**src/rtl/regfile_write_sched.sv**
```systemverilog
// ----------------------------------------------------------------------------
// regfile_write_sched
//
// Purpose:
//   Owns the single write port (we3/wa3/wd3) of the 32x32 register file.
//   NREQ writeback sources (ALU, load, debug/loader, ...) compete for the port
//   through a round-robin arbiter with a valid/ready handshake per requester.
//   A clear sweep writes zero to x1..x(2^AW-1) without using the global reset.
//
// Ports:
//   clk          rising-edge clock
//   rst          asynchronous active-low reset
//   req_valid    per-requester write request
//   req_ready    per-requester grant (combinational, one-hot or zero)
//   req_addr     packed destination addresses, requester i at [i*AW +: AW]
//   req_data     packed write data, requester i at [i*DW +: DW]
//   clear_start  single-cycle pulse requesting a clear sweep
//   busy         high while the clear sweep drives the write port
//   clear_done   one-cycle pulse in the first cycle after the sweep
//   we3/wa3/wd3  registered register-file write port
// ----------------------------------------------------------------------------
module regfile_write_sched #(
    parameter int NREQ = 3,
    parameter int AW   = 5,
    parameter int DW   = 32
) (
    input  logic                 clk,
    input  logic                 rst,
    input  logic [NREQ-1:0]      req_valid,
    output logic [NREQ-1:0]      req_ready,
    input  logic [NREQ*AW-1:0]   req_addr,
    input  logic [NREQ*DW-1:0]   req_data,
    input  logic                 clear_start,
    output logic                 busy,
    output logic                 clear_done,
    output logic                 we3,
    output logic [AW-1:0]        wa3,
    output logic [DW-1:0]        wd3
);

    localparam int PW = (NREQ > 1) ? $clog2(NREQ) : 1;

    typedef enum logic {
        ST_IDLE  = 1'b0,
        ST_CLEAR = 1'b1
    } state_t;

    state_t          r_state;
    logic [PW-1:0]   r_rr;          // requester searched first
    logic [AW-1:0]   r_cnt;         // next sweep address; wraps to 0 after the last one
    logic            r_we3;
    logic [AW-1:0]   r_wa3;
    logic [DW-1:0]   r_wd3;
    logic            r_busy;
    logic            r_clear_done;

    logic            w_found;
    logic [PW-1:0]   w_win_idx;
    logic [AW-1:0]   w_win_addr;
    logic [DW-1:0]   w_win_data;
    logic            w_grant_en;

    // (base + off) mod NREQ, valid for base < NREQ and off <= NREQ
    function automatic logic [PW-1:0] rr_index(input logic [PW-1:0] base, input int off);
        int s;
        s = int'(base) + off;
        if (s >= NREQ) begin
            s = s - NREQ;
        end else begin
            s = s;
        end
        return s[PW-1:0];
    endfunction

    // Round-robin search: first valid requester at or above r_rr, wrapping
    always_comb begin
        w_found   = 1'b0;
        w_win_idx = '0;
        for (int k = 0; k < NREQ; k++) begin
            if (!w_found && req_valid[rr_index(r_rr, k)]) begin
                w_found   = 1'b1;
                w_win_idx = rr_index(r_rr, k);
            end else begin
                w_found   = w_found;
            end
        end
    end

    assign w_win_addr = req_addr[int'(w_win_idx)*AW +: AW];
    assign w_win_data = req_data[int'(w_win_idx)*DW +: DW];

    // A grant needs reset released, IDLE state and no clear request this cycle
    assign w_grant_en = rst && (r_state == ST_IDLE) && !clear_start && w_found;

    // One-hot ready toward the winning requester
    always_comb begin
        req_ready = '0;
        if (w_grant_en) begin
            req_ready[w_win_idx] = 1'b1;
        end else begin
            req_ready = '0;
        end
    end

    // Control FSM with registered write port and status outputs
    always_ff @(posedge clk or negedge rst) begin
        if (!rst) begin
            r_state      <= ST_IDLE;
            r_rr         <= '0;
            r_cnt        <= '0;
            r_we3        <= 1'b0;
            r_wa3        <= '0;
            r_wd3        <= '0;
            r_busy       <= 1'b0;
            r_clear_done <= 1'b0;
        end else begin
            r_clear_done <= 1'b0;
            case (r_state)
                ST_IDLE: begin
                    if (clear_start) begin
                        // The first sweep write (x1) is issued on entry, so the
                        // counter already points at x2.
                        r_state <= ST_CLEAR;
                        r_busy  <= 1'b1;
                        r_we3   <= 1'b1;
                        r_wa3   <= AW'(1);
                        r_wd3   <= '0;
                        r_cnt   <= AW'(2);
                    end else if (w_found) begin
                        r_rr <= rr_index(w_win_idx, 1);
                        // x0 is hard-wired zero: complete the handshake, drop the write
                        if (w_win_addr != '0) begin
                            r_we3 <= 1'b1;
                            r_wa3 <= w_win_addr;
                            r_wd3 <= w_win_data;
                        end else begin
                            r_we3 <= 1'b0;
                        end
                    end else begin
                        r_we3 <= 1'b0;
                    end
                end
                ST_CLEAR: begin
                    if (r_cnt == '0) begin
                        // Counter wrapped: the top register was written this cycle
                        r_state      <= ST_IDLE;
                        r_busy       <= 1'b0;
                        r_clear_done <= 1'b1;
                        r_we3        <= 1'b0;
                    end else begin
                        r_we3 <= 1'b1;
                        r_wa3 <= r_cnt;
                        r_wd3 <= '0;
                        r_cnt <= r_cnt + AW'(1);
                    end
                end
                default: begin
                    r_state <= ST_IDLE;
                    r_busy  <= 1'b0;
                    r_we3   <= 1'b0;
                end
            endcase
        end
    end

    assign we3        = r_we3;
    assign wa3        = r_wa3;
    assign wd3        = r_wd3;
    assign busy       = r_busy;
    assign clear_done = r_clear_done;

endmodule
```
**config.mk**
```make
export PLATFORM = sky130hd
export DESIGN_NAME = regfile_write_sched
export DESIGN_NICKNAME = d
export VERILOG_FILES = /design/src/rtl/regfile_write_sched.sv
export SDC_FILE = /design/constraint.sdc
export NUM_CORES = 1
export LEC_CHECK = 0
export BUFFER_PORTS_ARGS = -buffer_cell sky130_fd_sc_hd__buf_2
export CAP_MARGIN = 40
export CORE_MARGIN = 2
export CORE_UTILIZATION = 25
export CTS_CLUSTER_DIAMETER = 150
export DETAILED_ROUTE_END_ITERATION = 7
export GPL_ROUTABILITY_DRIVEN = 1
export PLACE_DENSITY_LB_ADDON = 0.05
export SKIP_CTS_REPAIR_TIMING = 1
export SYNTH_ARGS = -nofsm -noshare
export SYNTH_HDL_FRONTEND = slang
export SYNTH_SLANG_ARGS = --single-unit
```
**constraint.sdc**
```tcl
create_clock -name clk -period 4.2 [get_ports clk]
set_clock_uncertainty 0.1 [all_clocks]
set_input_delay 0.84 -clock clk [delete_from_list [all_inputs] [get_ports clk]]
set_output_delay 0.84 -clock clk [all_outputs]
set_load 0.01 [all_outputs]
```
==> qor.txt <==
RR Endpoint = wd3[30]
Metal-1 WL = 4160 um
Mean Syn Cell Area = 9.61 um2
CP arrival = 2820 ps
final hold vios = 0
vias = 2913
# IOs = 160
clk sinks = 48
Async SR Flop Fraction = 1.00
worst skew pair latency = 280 ps
nets@finish = 592
crit end category = output pin
Critical Path Fanout Max = 8
remaining antenna violation count = 0
CTS buffer count = 5
WHS = 396 ps
first-pass GRT wire length = 14200 um
vias in the first global route = 2776
RSZ-0062 raised after global routing = no
die boundary height = 114 um
wire per inst = 14.9 um
Reg2Reg Depth = 10
Starting Density = 0.255
routed wl met3 = 577 um
Hold WC Path Type = register to register
Top FF cell, synth = dfrtp_1
Fmax achieved = 266 MHz
final setup violation count = 0
Crit. Startpoint = r_rr[1]
FF+latch count, synth = 48
chip width = 114 um
Synth cell types = 46
Reg2Reg Setup Slack = 620 ps
Max Cap Violations = 0
Die ar. = 0.0131 mm2
WP data required = 3260 ps
TritonRoute pass-1 iters = 4
setup TNS = 0 ps
total track usage = 0.137
number of synthesized flops with an enable pin = 0
sequential share of the synthesized area = 0.394
fin crit period = 3760 ps
Ant. Diodes = 0
share of cells above drive strength 1 = 0.397
total power per unit cell area = 713 mW/mm2
largest net degree at the start of global routing = 51
site row count = 40
initial antenna violation count = 0
GRT Residual Overflow = 0
FF-to-FF Start = r_rr[0]
static leakage = 2.18 nW
top-area cell type share of the netlist area = 0.394
dpl cell area = 0.00399 mm2
critical setup path kind = register to output pin
Mapped Area = 0.00305 mm2
Placer Congestion = 0.777
initial drt markers = 91
Final period util = 0.896
cell count after synthesis = 317
core area = 0.0120 mm2
status = finished, final reports clean
DR top layer = met4
# DRC = 0
root buffer cell = clkbuf_16
Synth-to-Final Area Change = 38.1%
CTS H-tree lvls = 2
most frequent cells after synthesis = dfrtp_1 (48), nand2_1 (44), mux2i_1 (41)
met2 routed WL = 4390 um
Clk pin slew, worst setup/hold paths = 60 ps
TritonCTS clock tree = built
Synth area leaders = dfrtp_1 (39%), mux2i_1 (13%), a22o_1 (10%)
Via-to-Cell Ratio = 4.73
post-DP HPWL = 7190 um
port buffer count = 159
VDD IR max = 0.284 mV
startpoint types = register
Critical Path Sink = req_ready[2]
cell with the most instances after synthesis = dfrtp_1
CTS max path bufs = 2
synth warn = 0
final slew viol count = 0
measured slew at the worst slew-check pin = 537 ps
Slew HR = 0.642
Post-Syn Nets = 441
cell accounting for the most synthesized area = dfrtp_1
post-route design area = 0.00421 mm2
final WL = 9200 um
-- state kept, by name, summed over array words and instances (netlist names) --
register    flops
clear_done      1
wa3             5
busy            1
r_state         1
wd3            32
r_rr            2
r_cnt           5
we3             1
-- worst max-delay path, cell delays in order (launching register included) --
cell     delay, ps
dfrtp_1        410
inv_1          100
ha_1           320
mux2i_1        330
or2_1          230
nand2_1         90
or3_1          390
nand2_1        250
inv_1           80
and3_1         200
buf_2          140
-- kinds of logic after synthesis --
group,after synthesis,synth area share
and+or+nand+nor,77,0.118
AOI/OAI and AO/OA,99,0.230
adders and majority gates,7,0.0287
muxes,50,0.168
buffers and inverters,34,0.0550
xor gates and xnor gates,2,0.00575
DFF,48,0.394
-- through the flow --
stage                     utilization  std cells  power [mW]  worst slack [ps]
after global routing            0.352        616        3.30               174
after floorplan                     -        317        1.99               594
after detailed placement        0.334        608        2.48               521
final                           0.352        616        3.00               438
after CTS                       0.352        616        3.07               410
after global placement          0.334        608        2.49               635
-- worst min path at each step --
stage	from	endpoint	slack, ps	cells after the start
after global routing	wd3[26]	wd3[26]	420	1
after detailed placement	wd3[13]	wd3[13]	390	1
final	wd3[7]	wd3[7]	400	1
after CTS	wd3[9]	wd3[9]	400	1
after global placement	wa3[3]	wa3[3]	370	1
after floorplan	busy	busy	430	2
-- power by group --
part	leakage, nW	switching, mW	internal, mW	total [mW]
registers	0.633	0.111	0.591	0.702
clock network	0.104	0.167	0.401	0.568
logic	1.44	0.992	0.738	1.73
total	2.18	1.27	1.73	3.00
-- final cells by class --
cell class | count | area (um2)
Timing Repair Buffer | 168 | 863
Clock buffer | 5 | 125
Tap cell | 147 | 184
Inverter | 10 | 37.5
Multi-Input combinational cell | 235 | 1710
Fill cell | 1251 | 7750
Clock inverter | 3 | 90.1
Sequential cell | 48 | 1200
-- metal layers --
layer / track usage / vias to the layer above
met2: 0.232 / 109
met3: 0.0318 / 6
met5: 0 / -
met4: 0.0244 / 0
met1: 0.180 / 1334
li1: - / 1464
-- placed cells by master (no fill, tap or decap), types with 7 or more instances in the layout --
master	n
dfrtp_1	48
buf_2	159
o21ai_0	39
ha_1	7
mux2i_1	41
a22o_1	36
nand2_1	44
inv_1	10
nor2_1	10
buf_4	9
(Power assumes the default switching activity.)
